**config.mk**
```make
export PLATFORM = sky130hd
export DESIGN_NAME = mem_bus_ctrl
export DESIGN_NICKNAME = d
export VERILOG_FILES = /design/src/rtl/mem_bus_pkg.sv /design/src/rtl/mem_bus_ctrl.sv
export SDC_FILE = /design/constraint.sdc
export NUM_CORES = 1
export LEC_CHECK = 0
export BUFFER_PORTS_ARGS = -buffer_cell sky130_fd_sc_hd__buf_2
export CORE_MARGIN = 5
export CORE_UTILIZATION = 40
export DETAILED_ROUTE_END_ITERATION = 7
export GPL_TIMING_DRIVEN = 0
export PLACE_DENSITY = 0.74
export SYNTH_ARGS = -nofsm -noshare
export SYNTH_HDL_FRONTEND = slang
export SYNTH_SLANG_ARGS = --single-unit
```
**constraint.sdc**
```tcl
create_clock -name clk -period 1.6 [get_ports clk]
set_input_delay 0.32 -clock clk [delete_from_list [all_inputs] [get_ports clk]]
set_output_delay 0.32 -clock clk [all_outputs]
set_load 0.05 [all_outputs]
```
**src/rtl/mem_bus_pkg.sv**
```systemverilog
// Shared types and default bus widths for the 6502 core / memory interface.
package mem_bus_pkg;

  // Default widths shared by the core, this controller and the 64kB memory model.
  localparam int MEM_ADDR_W = 16;
  localparam int MEM_DATA_W = 8;

  typedef enum logic [1:0] {
    IDLE  = 2'd0,
    ISSUE = 2'd1,
    WAIT  = 2'd2,
    RESP  = 2'd3
  } mem_bus_state_t;

endpackage

```
**src/rtl/mem_bus_ctrl.sv**
```systemverilog
// Upstream bus controller: turns single valid/ready requests from the core
// into one memory access each, covers the memory's clocked read with fixed
// wait states and returns read data on a valid/ready response channel.
module mem_bus_ctrl
  import mem_bus_pkg::*;
#(
  parameter int ADDR_W     = MEM_ADDR_W,
  parameter int DATA_W     = MEM_DATA_W,
  parameter int RD_LATENCY = 1
) (
  input  logic              clk,
  input  logic              reset,
  input  logic              cpu_req_valid,
  output logic              cpu_req_ready,
  input  logic [ADDR_W-1:0] cpu_req_addr,
  input  logic              cpu_req_we,
  input  logic [DATA_W-1:0] cpu_req_wdata,
  output logic              cpu_rsp_valid,
  input  logic              cpu_rsp_ready,
  output logic [DATA_W-1:0] cpu_rsp_rdata,
  output logic              mem_enable,
  output logic [ADDR_W-1:0] mem_address,
  output logic              mem_wr_enable,
  output logic [DATA_W-1:0] mem_wr_data,
  input  logic [DATA_W-1:0] mem_rd_data,
  output logic              busy
);

  // One extra bit so RD_LATENCY-1 always fits, including RD_LATENCY=1.
  localparam int CNT_W = $clog2(RD_LATENCY) + 1;
  localparam logic [CNT_W-1:0] CNT_LOAD = CNT_W'(RD_LATENCY - 1);

  mem_bus_state_t    state, state_nxt;
  logic [CNT_W-1:0]  cnt, cnt_nxt;
  logic              men_nxt, mwe_nxt, rvalid_nxt, busy_nxt;
  logic [ADDR_W-1:0] maddr_nxt;
  logic [DATA_W-1:0] mwd_nxt, rdata_nxt;

  // Ready is a pure decode of state so the core sees it in the same cycle.
  assign cpu_req_ready = (state == IDLE);

  // Next-state and next-output decode; every registered output is computed here.
  always_comb begin
    state_nxt  = state;
    cnt_nxt    = cnt;
    men_nxt    = 1'b0;
    mwe_nxt    = mem_wr_enable;
    maddr_nxt  = mem_address;
    mwd_nxt    = mem_wr_data;
    rvalid_nxt = cpu_rsp_valid;
    rdata_nxt  = cpu_rsp_rdata;
    case (state)
      IDLE: begin
        if (cpu_req_valid) begin
          maddr_nxt = cpu_req_addr;
          mwe_nxt   = cpu_req_we;
          mwd_nxt   = cpu_req_wdata;
          men_nxt   = 1'b1;
          state_nxt = ISSUE;
        end
      end
      ISSUE: begin
        // The memory samples the access on this edge; write enable drops with
        // the enable so it is never left asserted while the bus sits idle.
        mwe_nxt = 1'b0;
        if (mem_wr_enable) begin
          state_nxt = IDLE;
        end else begin
          cnt_nxt   = CNT_LOAD;
          state_nxt = WAIT;
        end
      end
      WAIT: begin
        if (cnt == '0) begin
          rdata_nxt  = mem_rd_data;
          rvalid_nxt = 1'b1;
          state_nxt  = RESP;
        end else begin
          cnt_nxt = cnt - CNT_W'(1);
        end
      end
      RESP: begin
        if (cpu_rsp_ready) begin
          rvalid_nxt = 1'b0;
          state_nxt  = IDLE;
        end
      end
      default: state_nxt = IDLE;
    endcase
    busy_nxt = (state_nxt != IDLE);
  end

  // State, counter and registered outputs; reset drops any pending response.
  always_ff @(posedge clk or posedge reset) begin
    if (reset) begin
      state         <= IDLE;
      cnt           <= '0;
      mem_enable    <= 1'b0;
      mem_wr_enable <= 1'b0;
      mem_address   <= '0;
      mem_wr_data   <= '0;
      cpu_rsp_valid <= 1'b0;
      cpu_rsp_rdata <= '0;
      busy          <= 1'b0;
    end else begin
      state         <= state_nxt;
      cnt           <= cnt_nxt;
      mem_enable    <= men_nxt;
      mem_wr_enable <= mwe_nxt;
      mem_address   <= maddr_nxt;
      mem_wr_data   <= mwd_nxt;
      cpu_rsp_valid <= rvalid_nxt;
      cpu_rsp_rdata <= rdata_nxt;
      busy          <= busy_nxt;
    end
  end

endmodule

```
==> flow_results.xml, run 1 <==
<?xml version="1.0" encoding="UTF-8"?>
<metrics>
  <group name="synthesis">
    <metric name="dominantRegCellSynth" unit="">dfrtp_1</metric>
    <metric name="post-synth-top-area-cell" unit="">dfrtp_1</metric>
    <metric name="asyncSetResetFlopFracSynth" unit="%">100</metric>
    <metric name="ys_warn_count" unit="">0</metric>
    <metric name="netlist_top_cells_count" unit="">dfrtp_1 (38), mux2_2 (32), buf_6 (3)</metric>
    <metric name="avgSynthCellArea" unit="um2">16.0</metric>
    <metric name="synth_most_common_cell" unit="">dfrtp_1</metric>
    <metric name="synth-seq-area-share" unit="%">64.7</metric>
    <metric name="synth_largest_type_area_fraction" unit="%">64.7</metric>
    <metric name="post_synth_inst_count" unit="">92</metric>
    <metric name="ys_ff_latch" unit="">38</metric>
    <metric name="synth.area.top_cells" unit="">dfrtp_1 (65%), mux2_2 (25%), buf_6 (2.3%), nor3b_4 (1.3%), mux2_1 (0.77%)</metric>
    <metric name="syn-cell-area" unit="um2">1470</metric>
    <metric name="synth_enable_flop_cells" unit="">0</metric>
    <metric name="synth.net_count" unit="">129</metric>
    <metric name="yosysUniqueCellTypes" unit="">19</metric>
  </group>
  <group name="placed_design">
    <metric name="place_hpwl" unit="um">2230</metric>
    <metric name="placedCellCount" unit="">213</metric>
    <metric name="placer_s_final_routability_congestion_estimate" unit="">0.765</metric>
    <metric name="io_buffer_count" unit="">73</metric>
  </group>
  <group name="critical_path">
    <metric name="crit_path_leading_delay_family" unit="">flip-flops</metric>
    <metric name="critical_path_startpoint_category" unit="">flip-flop</metric>
    <metric name="worstSetupEndpointType" unit="">flip-flop</metric>
    <metric name="chain_of_cells_forming_the_critical_path" unit="">buf_4 &gt; nor3b_4 &gt; buf_6 &gt; mux2_2</metric>
    <metric name="path_class" unit="">reg2reg</metric>
    <metric name="cp_slowest_cell" unit="">dfrtp_1</metric>
    <metric name="crit_path_max_fanout" unit="">10</metric>
    <metric name="reg_to_reg_critical_path_startpoint" unit="">state[1]</metric>
    <metric name="regToRegEndpoint" unit="">mem_address[9]</metric>
    <metric name="timing.reg2reg.worst_path_depth" unit="">4</metric>
    <metric name="data_arrival_time_of_the_critical_path" unit="ns">1.64</metric>
    <metric name="critPathRequiredTime" unit="ns">1.77</metric>
    <metric name="timing.critical_path.buf_inv" unit="">2</metric>
    <metric name="setup.reg_to_reg.worst_slack" unit="ns">0.12</metric>
    <metric name="timing.critical_path.slowest_cell_delay" unit="ns">0.36</metric>
  </group>
  <group name="clock_network">
    <metric name="root_buffer" unit="">clkbuf_8</metric>
    <metric name="cts-buffers-inserted" unit="">5</metric>
    <metric name="tritoncts" unit="">yes</metric>
    <metric name="cts.htree.levels" unit="">2</metric>
    <metric name="clk_pin_slew_worst_paths" unit="ns">0.07</metric>
    <metric name="cts.sinks" unit="">38</metric>
    <metric name="worst_skew_pair.late_latency" unit="ns">0.28</metric>
    <metric name="cts_repair_resize_count" unit="">0</metric>
    <metric name="clk_path_buf_depth" unit="">2</metric>
  </group>
  <group name="timing">
    <metric name="slew_violations" unit="">0</metric>
    <metric name="fmax" unit="GHz">0.678</metric>
    <metric name="fin_worst_hold_slack" unit="ns">0.165</metric>
    <metric name="worst_case_headroom_to_the_max_slew_limit" unit="%">49.9</metric>
    <metric name="finalHoldViolCount" unit="">0</metric>
    <metric name="final-setup-viol-count" unit="">0</metric>
    <metric name="setup-tns-final" unit="ns">0</metric>
    <metric name="final.period_utilization" unit="%">92.2</metric>
    <metric name="rsz0062_at_grt" unit="">no</metric>
    <metric name="worst_pin_slew" unit="ns">0.750</metric>
    <metric name="fin_skew" unit="ns">0.00376</metric>
    <metric name="finalWorstPathRequiredPeriod" unit="ns">1.48</metric>
  </group>
  <group name="global_routing">
    <metric name="grt_usage" unit="%">11.7</metric>
    <metric name="antenna_found_initial" unit="">0</metric>
    <metric name="grt_pass1_vias" unit="">1007</metric>
    <metric name="gr-total-overflow" unit="">0</metric>
    <metric name="grt_max_degree" unit="">39</metric>
    <metric name="grt_first_pass_wirelength" unit="um">4570</metric>
  </group>
  <group name="final_layout">
    <metric name="final_cell_count_no_fill" unit="">223</metric>
    <metric name="diodes" unit="">0</metric>
    <metric name="layout-area-overhead-vs-synth" unit="%">39.7</metric>
    <metric name="nets" unit="">211</metric>
    <metric name="layout-drive-gt1-share" unit="%">69.7</metric>
    <metric name="fillers" unit="">333</metric>
    <metric name="final_util" unit="%">56.9</metric>
  </group>
  <group name="floorplan">
    <metric name="ioPinCount" unit="">74</metric>
    <metric name="initial_utilization" unit="%">40.8</metric>
    <metric name="die_y" unit="um">70.6</metric>
    <metric name="core-area" unit="um2">3610</metric>
    <metric name="dieArea" unit="um2">4990</metric>
    <metric name="placement_rows" unit="">22</metric>
    <metric name="chip_width" unit="um">70.6</metric>
  </group>
  <group name="drt">
    <metric name="post_drt_via_cell_ratio" unit="">4.59</metric>
    <metric name="total_length_of_routed_wires" unit="um">2770</metric>
    <metric name="dr.pass1.iters" unit="">3</metric>
    <metric name="drc" unit="">0</metric>
    <metric name="first_iter_violations" unit="">15</metric>
    <metric name="vias" unit="">1023</metric>
    <metric name="ant_nets" unit="">0</metric>
    <metric name="wl_per_cell" unit="um">12.4</metric>
  </group>
  <group name="worst_hold_path">
    <metric name="worst_hold_path_type" unit="">in2async</metric>
  </group>
  <group name="status">
    <metric name="status" unit="">finished clean</metric>
  </group>
  <group name="run">
    <metric name="drv.max_cap_violation_count" unit="">0</metric>
  </group>
</metrics>
[timing repair]
item,in CTS,in global routing
endpoints found under the setup margin,18,0
hold buffers,0,0
buffers inserted,2,0
[registers in the layout, summed over array words and instances (netlist names)]
name           flops
mem_address       16
cpu_rsp_rdata      8
mem_wr_data        8
state              2
busy               1
cpu_rsp_valid      1
mem_enable         1
mem_wr_enable      1
[routing by layer]
| metal | global-route usage, % | wire length [um] |
|---|---|---|
| met5 | 0 | 0 |
| met4 | 6.89 | 69 |
| met3 | 4.83 | 313 |
| met2 | 18.8 | 1340 |
| met1 | 12.9 | 1040 |
[final cells by class]
class | instances | area (um2) | share of cell area [%]
Inverter | 2 | 7.51 | 0.366
Clock buffer | 6 | 82.6 | 4.02
Multi-Input combinational cell | 47 | 465 | 22.7
Clock inverter | 2 | 60.1 | 2.93
Buffer | 5 | 46.3 | 2.25
Timing Repair Buffer | 75 | 380 | 18.5
Tap cell | 48 | 60.1 | 2.93
Sequential cell | 38 | 951 | 46.3
[how the worst max path moves through the flow]
stage                         from              end  slack, ns  cells after the start
after floorplan           state[0]  mem_address[10]       0.12                      4
after global placement    state[1]  mem_address[12]     0.0008                      4
after detailed placement     reset   mem_wr_data[0]      -0.07                      2
after CTS                 state[1]  mem_address[14]        0.1                      4
after global routing      state[1]   mem_address[5]       0.03                      4
final                     state[1]   mem_address[9]       0.12                      4
[placed cells by master (no fill, tap or decap)]
cell type	n
a21o_1	1
a21oi_1	2
a22o_1	1
and3_1	1
buf_2	74
buf_4	3
buf_6	3
bufinv_16	2
clkbuf_8	6
dfrtp_1	38
inv_1	1
inv_2	1
mux2_1	1
mux2_2	32
nand2_1	1
nand2b_1	1
nor2_1	2
nor2b_1	1
nor3_1	1
nor3b_4	1
o21bai_1	1
o22ai_1	1
[per-stage QoR]
stage                     cell area [um2]  setup slack, ns
after floorplan                      1470            0.118
after global placement               1900         0.000806
after detailed placement             1900          -0.0747
after CTS                            2050           0.0963
after global routing                 2050           0.0293
final                                2050            0.125
[kinds of logic (layout without fill, tap and decap cells)]
group | count (synthesis) | in the layout | share of synthesized area, %
DFF | 38 | 38 | 64.7
muxes | 33 | 33 | 25.3
and+or+nand+nor | 8 | 8 | 3.66
buffers and inverters | 7 | 90 | 3.66
AOI/OAI and AO/OA | 6 | 6 | 2.72
Power of run 1 is left out: the tool's default activity adds up to more than one toggle a clock period on the data nets, which glitch-free logic cannot reach.
==> run 2, diff against run 1 <==
Clock period 1.6 ns to 1.2 ns, I/O delays scaled along.
==> flow_results.xml, run 2 (synthesized netlist as in run 1, its figures left out) <==
<?xml version="1.0" encoding="UTF-8"?>
<metrics>
  <group name="drt">
    <metric name="drc" unit="">0</metric>
    <metric name="total_length_of_routed_wires" unit="um">3630</metric>
    <metric name="dr.pass1.iters" unit="">3</metric>
    <metric name="vias" unit="">1069</metric>
    <metric name="ant_nets" unit="">0</metric>
    <metric name="first_iter_violations" unit="">13</metric>
    <metric name="post_drt_via_cell_ratio" unit="">4.63</metric>
    <metric name="wl_per_cell" unit="um">15.7</metric>
  </group>
  <group name="critical_path">
    <metric name="critical_path_startpoint_category" unit="">flip-flop</metric>
    <metric name="reg_to_reg_critical_path_startpoint" unit="">state[0]</metric>
    <metric name="regToRegEndpoint" unit="">mem_address[12]</metric>
    <metric name="setup.reg_to_reg.worst_slack" unit="ns">-0.18</metric>
    <metric name="data_arrival_time_of_the_critical_path" unit="ns">1.55</metric>
    <metric name="crit_start" unit="">state[0]</metric>
    <metric name="critPathRequiredTime" unit="ns">1.37</metric>
    <metric name="worst_setup_path_endpoint" unit="">mem_address[12]</metric>
    <metric name="timing.reg2reg.worst_path_depth" unit="">4</metric>
    <metric name="worstSetupEndpointType" unit="">flip-flop</metric>
    <metric name="crit_path_max_fanout" unit="">5</metric>
    <metric name="path_class" unit="">reg2reg</metric>
  </group>
  <group name="timing">
    <metric name="worst_pin_slew" unit="ns">0.779</metric>
    <metric name="fin_skew" unit="ns">0.00256</metric>
    <metric name="setup-tns-final" unit="ns">-4.63</metric>
    <metric name="finalWorstPathRequiredPeriod" unit="ns">1.38</metric>
    <metric name="fmax" unit="GHz">0.723</metric>
    <metric name="slew_violations" unit="">0</metric>
    <metric name="rsz0062_at_grt" unit="">yes</metric>
    <metric name="finalHoldViolCount" unit="">0</metric>
    <metric name="final.period_utilization" unit="%">115</metric>
    <metric name="final-setup-viol-count" unit="">34</metric>
    <metric name="setup_slack" unit="ns">-0.184</metric>
    <metric name="worst_case_headroom_to_the_max_slew_limit" unit="%">48.0</metric>
  </group>
  <group name="final_layout">
    <metric name="number_of_flip_flops_under_the_largest_register_name" unit="">16</metric>
    <metric name="fillers" unit="">313</metric>
    <metric name="layout-drive-gt1-share" unit="%">73.8</metric>
    <metric name="nets" unit="">219</metric>
    <metric name="diodes" unit="">0</metric>
    <metric name="regMostFlops" unit="">mem_address</metric>
    <metric name="layout.cells.most_common_list" unit="">buf_2 (70), dfrtp_1 (36), mux2_4 (27)</metric>
    <metric name="layout-area-overhead-vs-synth" unit="%">52.6</metric>
    <metric name="reg.largest.list" unit="">mem_address x16, cpu_rsp_rdata x8, mem_wr_data x8</metric>
    <metric name="layout.cells.most_common" unit="">buf_2</metric>
    <metric name="final_util" unit="%">62.2</metric>
  </group>
  <group name="floorplan">
    <metric name="dieArea" unit="um2">4990</metric>
    <metric name="placement_rows" unit="">22</metric>
    <metric name="core-area" unit="um2">3610</metric>
    <metric name="ioPinCount" unit="">74</metric>
    <metric name="chip_width" unit="um">70.6</metric>
    <metric name="initial_utilization" unit="%">40.8</metric>
    <metric name="die_y" unit="um">70.6</metric>
  </group>
  <group name="status">
    <metric name="failed_checks" unit="">negative setup slack</metric>
    <metric name="status" unit="">finished, violations left</metric>
  </group>
  <group name="placed_design">
    <metric name="placer_s_final_routability_congestion_estimate" unit="">0.758</metric>
    <metric name="detailedPlace.worstSlack" unit="ns">-0.491</metric>
    <metric name="place_hpwl" unit="um">2360</metric>
    <metric name="io_buffer_count" unit="">73</metric>
  </group>
  <group name="global_routing">
    <metric name="grt_pass1_vias" unit="">1155</metric>
    <metric name="grt_max_degree" unit="">39</metric>
    <metric name="grt_first_pass_wirelength" unit="um">5660</metric>
    <metric name="grt_usage" unit="%">14.7</metric>
    <metric name="antenna_found_initial" unit="">0</metric>
    <metric name="gr-total-overflow" unit="">0</metric>
  </group>
  <group name="clock_network">
    <metric name="cts-buffers-inserted" unit="">5</metric>
    <metric name="cts.htree.levels" unit="">2</metric>
    <metric name="tritoncts" unit="">yes</metric>
    <metric name="cts.sinks" unit="">38</metric>
    <metric name="worst_skew_pair.late_latency" unit="ns">0.28</metric>
    <metric name="clk_path_buf_depth" unit="">2</metric>
    <metric name="clk_pin_slew_worst_paths" unit="ns">0.07</metric>
    <metric name="root_buffer" unit="">clkbuf_8</metric>
  </group>
  <group name="run">
    <metric name="drv.max_cap_violation_count" unit="">0</metric>
  </group>
  <group name="worst_hold_path">
    <metric name="worst_hold_path_type" unit="">in2async</metric>
  </group>
</metrics>
run 2: area by class of cell:
cell class	count	area [um2]	area share [%]
Sequential cell	38	953	42.5
Multi-Input combinational cell	47	578	25.8
Timing Repair Buffer	85	504	22.5
Clock buffer	6	82.6	3.68
Tap cell	48	60.1	2.68
Buffer	3	41.3	1.84
Clock inverter	2	12.5	0.558
Inverter	2	11.3	0.502
run 2: how the worst min path moves through the flow:
stage,start,end,depth (start not counted)
after floorplan,cpu_rsp_ready,state[0],1
final,reset,mem_address[6],2
after global routing,reset,mem_address[6],2
after detailed placement,cpu_rsp_valid,cpu_rsp_valid,1
after CTS,reset,mem_address[6],2
after global placement,cpu_rsp_valid,cpu_rsp_valid,1
run 2: what timing repair did:
| item | CTS | global route |
|---|---|---|
| cloned | 2 | 1 |
| hold buffers | 0 | 0 |
| resized for setup | 31 | 23 |
| pin swaps | 2 | 2 |
| endpoints found under the setup margin | 73 | 37 |
| buffers inserted | 8 | 3 |
run 2: per-stage QoR:
stage                     hold slack [ns]  instance area [um2]  instances
after floorplan                     0.339                 1480         92
after global placement              0.461                 1900        213
after detailed placement            0.464                 1900        213
after CTS                           0.109                 2170        230
after global routing                0.164                 2240        231
final                              0.0871                 2240        231
run 2: critical path, stage by stage (launching register included):
cell,delay [ns]
dfrtp_2,0.44
nor3b_4,0.23
buf_6,0.17
buf_8,0.13
mux2_4,0.30
run 2: metal layers:
metal | part of all wire, % | track usage (%)
met5 | 0 | 0
met2 | 50 | 25.3
met1 | 40 | 16.9
met3 | 7.8 | 4.26
met4 | 1.5 | 6.89
Power of run 2 is left out for the same reason.
==> run 3, diff against run 2 <==
Settings changed: CELL_PAD_IN_SITES_DETAIL_PLACEMENT from default to 1, CELL_PAD_IN_SITES_GLOBAL_PLACEMENT from default to 1, CORE_UTILIZATION 40 to 31, PLACE_DENSITY 0.74 to default, PLACE_DENSITY_LB_ADDON from default to 0.1, SLEW_MARGIN from default to 20.
==> flow_results.xml, run 3 (synthesized netlist as in run 1, its figures left out) <==
<?xml version="1.0" encoding="UTF-8"?>
<metrics>
  <group name="status">
    <metric name="status" unit="">finished, violations left</metric>
    <metric name="failed_checks" unit="">negative setup slack</metric>
  </group>
  <group name="floorplan">
    <metric name="chip_width" unit="um">78.9</metric>
    <metric name="core-area" unit="um2">4660</metric>
    <metric name="dieArea" unit="um2">6220</metric>
    <metric name="initial_utilization" unit="%">31.5</metric>
    <metric name="placement_rows" unit="">25</metric>
    <metric name="ioPinCount" unit="">74</metric>
    <metric name="die_y" unit="um">78.9</metric>
  </group>
  <group name="final_layout">
    <metric name="design_area" unit="um2">2340</metric>
    <metric name="fillers" unit="">494</metric>
    <metric name="layout-area-overhead-vs-synth" unit="%">58.9</metric>
    <metric name="nets" unit="">223</metric>
    <metric name="reg.largest.list" unit="">mem_address x16, cpu_rsp_rdata x8, mem_wr_data x8</metric>
    <metric name="layout.cells.most_common" unit="">buf_2</metric>
    <metric name="number_of_flip_flops_under_the_largest_register_name" unit="">16</metric>
    <metric name="layout.cells.most_common_list" unit="">buf_2 (69), dfrtp_1 (38), mux2_4 (29)</metric>
    <metric name="regMostFlops" unit="">mem_address</metric>
    <metric name="layout-drive-gt1-share" unit="%">72.7</metric>
    <metric name="final_cell_count_no_fill" unit="">241</metric>
    <metric name="diodes" unit="">0</metric>
  </group>
  <group name="critical_path">
    <metric name="timing.reg2reg.worst_path_depth" unit="">5</metric>
    <metric name="chain_of_cells_forming_the_critical_path" unit="">buf_6 &gt; nor3b_4 &gt; buf_6 &gt; buf_6 &gt; mux2_4</metric>
    <metric name="timing.critical_path.slowest_cell_delay" unit="ns">0.38</metric>
    <metric name="critPathRequiredTime" unit="ns">1.38</metric>
    <metric name="data_arrival_time_of_the_critical_path" unit="ns">1.59</metric>
    <metric name="critical_path_startpoint_category" unit="">flip-flop</metric>
    <metric name="path_class" unit="">reg2reg</metric>
    <metric name="worstSetupEndpointType" unit="">flip-flop</metric>
    <metric name="cp_slowest_cell" unit="">dfrtp_1</metric>
    <metric name="critPathMostFrequentCell" unit="">buf_6</metric>
    <metric name="crit_path_max_fanout" unit="">6</metric>
  </group>
  <group name="timing">
    <metric name="finalHoldViolCount" unit="">0</metric>
    <metric name="slew_violations" unit="">0</metric>
    <metric name="fin_skew" unit="ns">0.00974</metric>
    <metric name="setup-tns-final" unit="ns">-6.26</metric>
    <metric name="final-setup-viol-count" unit="">35</metric>
    <metric name="worst_case_headroom_to_the_max_slew_limit" unit="%">71.7</metric>
    <metric name="final.period_utilization" unit="%">118</metric>
    <metric name="fmax" unit="GHz">0.705</metric>
    <metric name="setup_slack" unit="ns">-0.218</metric>
    <metric name="fin_worst_hold_slack" unit="ns">0.173</metric>
    <metric name="finalWorstPathRequiredPeriod" unit="ns">1.42</metric>
    <metric name="rsz0062_at_grt" unit="">yes</metric>
    <metric name="worst_pin_slew" unit="ns">0.424</metric>
  </group>
  <group name="placed_design">
    <metric name="placedCellCount" unit="">220</metric>
    <metric name="postPlaceCellArea" unit="um2">1940</metric>
    <metric name="placer_s_final_routability_congestion_estimate" unit="">0.740</metric>
    <metric name="place_hpwl" unit="um">2670</metric>
    <metric name="io_buffer_count" unit="">73</metric>
  </group>
  <group name="clock_network">
    <metric name="cts.htree.levels" unit="">2</metric>
    <metric name="tritoncts" unit="">yes</metric>
    <metric name="root_buffer" unit="">clkbuf_8</metric>
    <metric name="worst_skew_pair.late_latency" unit="ns">0.29</metric>
    <metric name="clk_pin_slew_worst_paths" unit="ns">0.08</metric>
    <metric name="clk_path_buf_depth" unit="">2</metric>
    <metric name="cts.sinks" unit="">38</metric>
    <metric name="cts-buffers-inserted" unit="">5</metric>
  </group>
  <group name="worst_hold_path">
    <metric name="worst_hold_depth" unit="">2</metric>
    <metric name="worst_hold_path_type" unit="">in2reg</metric>
  </group>
  <group name="drt">
    <metric name="post_drt_via_cell_ratio" unit="">4.48</metric>
    <metric name="wl_per_cell" unit="um">16.0</metric>
    <metric name="total_length_of_routed_wires" unit="um">3860</metric>
    <metric name="drc" unit="">0</metric>
    <metric name="dr.pass1.iters" unit="">4</metric>
    <metric name="first_iter_violations" unit="">23</metric>
    <metric name="vias" unit="">1080</metric>
    <metric name="ant_nets" unit="">0</metric>
  </group>
  <group name="global_routing">
    <metric name="grt_first_pass_wirelength" unit="um">6270</metric>
    <metric name="grt_pass1_vias" unit="">1280</metric>
    <metric name="grt_max_degree" unit="">23</metric>
    <metric name="antenna_found_initial" unit="">0</metric>
    <metric name="grt_usage" unit="%">13.3</metric>
    <metric name="gr-total-overflow" unit="">0</metric>
  </group>
  <group name="run">
    <metric name="drv.max_cap_violation_count" unit="">0</metric>
  </group>
</metrics>
-- run 3: metal layers --
metal	vias up	share of wire (%)	global-route usage [%]
li1	509	-	-
met1	523	43	15.2
met2	41	49	23.0
met3	7	6.6	4.31
met4	0	1.6	5.15
met5	-	0	0
-- run 3: worst paths after layout --
kind,from,end,slack (ns)
worst max-delay path,state[0],mem_address[9],-0.22
worst min-delay path,cpu_rsp_ready,state[0],0.17
worst max register to register,state[0],mem_address[9],-0.22
worst min register to register,cpu_rsp_valid,cpu_rsp_valid,0.49
max in group asynchronous,reset,mem_wr_data[0],0.26
min in group asynchronous,reset,cpu_rsp_rdata[4],0.49
-- run 3: metrics by stage --
stage | util (%) | worst slack (ns)
after floorplan | - | -0.282
after global placement | 41.0 | -0.419
after detailed placement | 41.6 | -0.468
after CTS | 48.7 | -0.235
after global routing | 50.1 | -0.268
final | 50.1 | -0.218
-- run 3: worst max-delay path, delay by kind of cell (launching register included) --
kind                   cells  cell delay, ns
buffers and inverters      3            0.46
flip-flops                 1            0.38
multiplexers               1            0.30
AND/OR/NAND/NOR            1            0.17
-- run 3: what timing repair did --
| action | CTS | global route |
|---|---|---|
| setup buffers | 8 | 2 |
| hold buffers | 1 | 0 |
| resized for setup | 38 | 14 |
| pin swaps | 3 | 2 |
| hold endpoints to repair | 16 | 0 |
| gates cloned | 2 | 1 |
| setup endpoints to repair | 36 | 39 |
-- run 3: cell type report --
class | count | area [um2] | share of cell area [%]
multi-input combinational | 47 | 589 | 25.2
tap | 54 | 67.6 | 2.89
inverter | 2 | 7.51 | 0.321
timing repair buffer | 88 | 573 | 24.5
clock buffer | 6 | 82.6 | 3.54
buffer | 4 | 52.6 | 2.25
sequential | 38 | 951 | 40.7
clock inverter | 2 | 12.5 | 0.536
Power of run 3 is left out for the same reason.
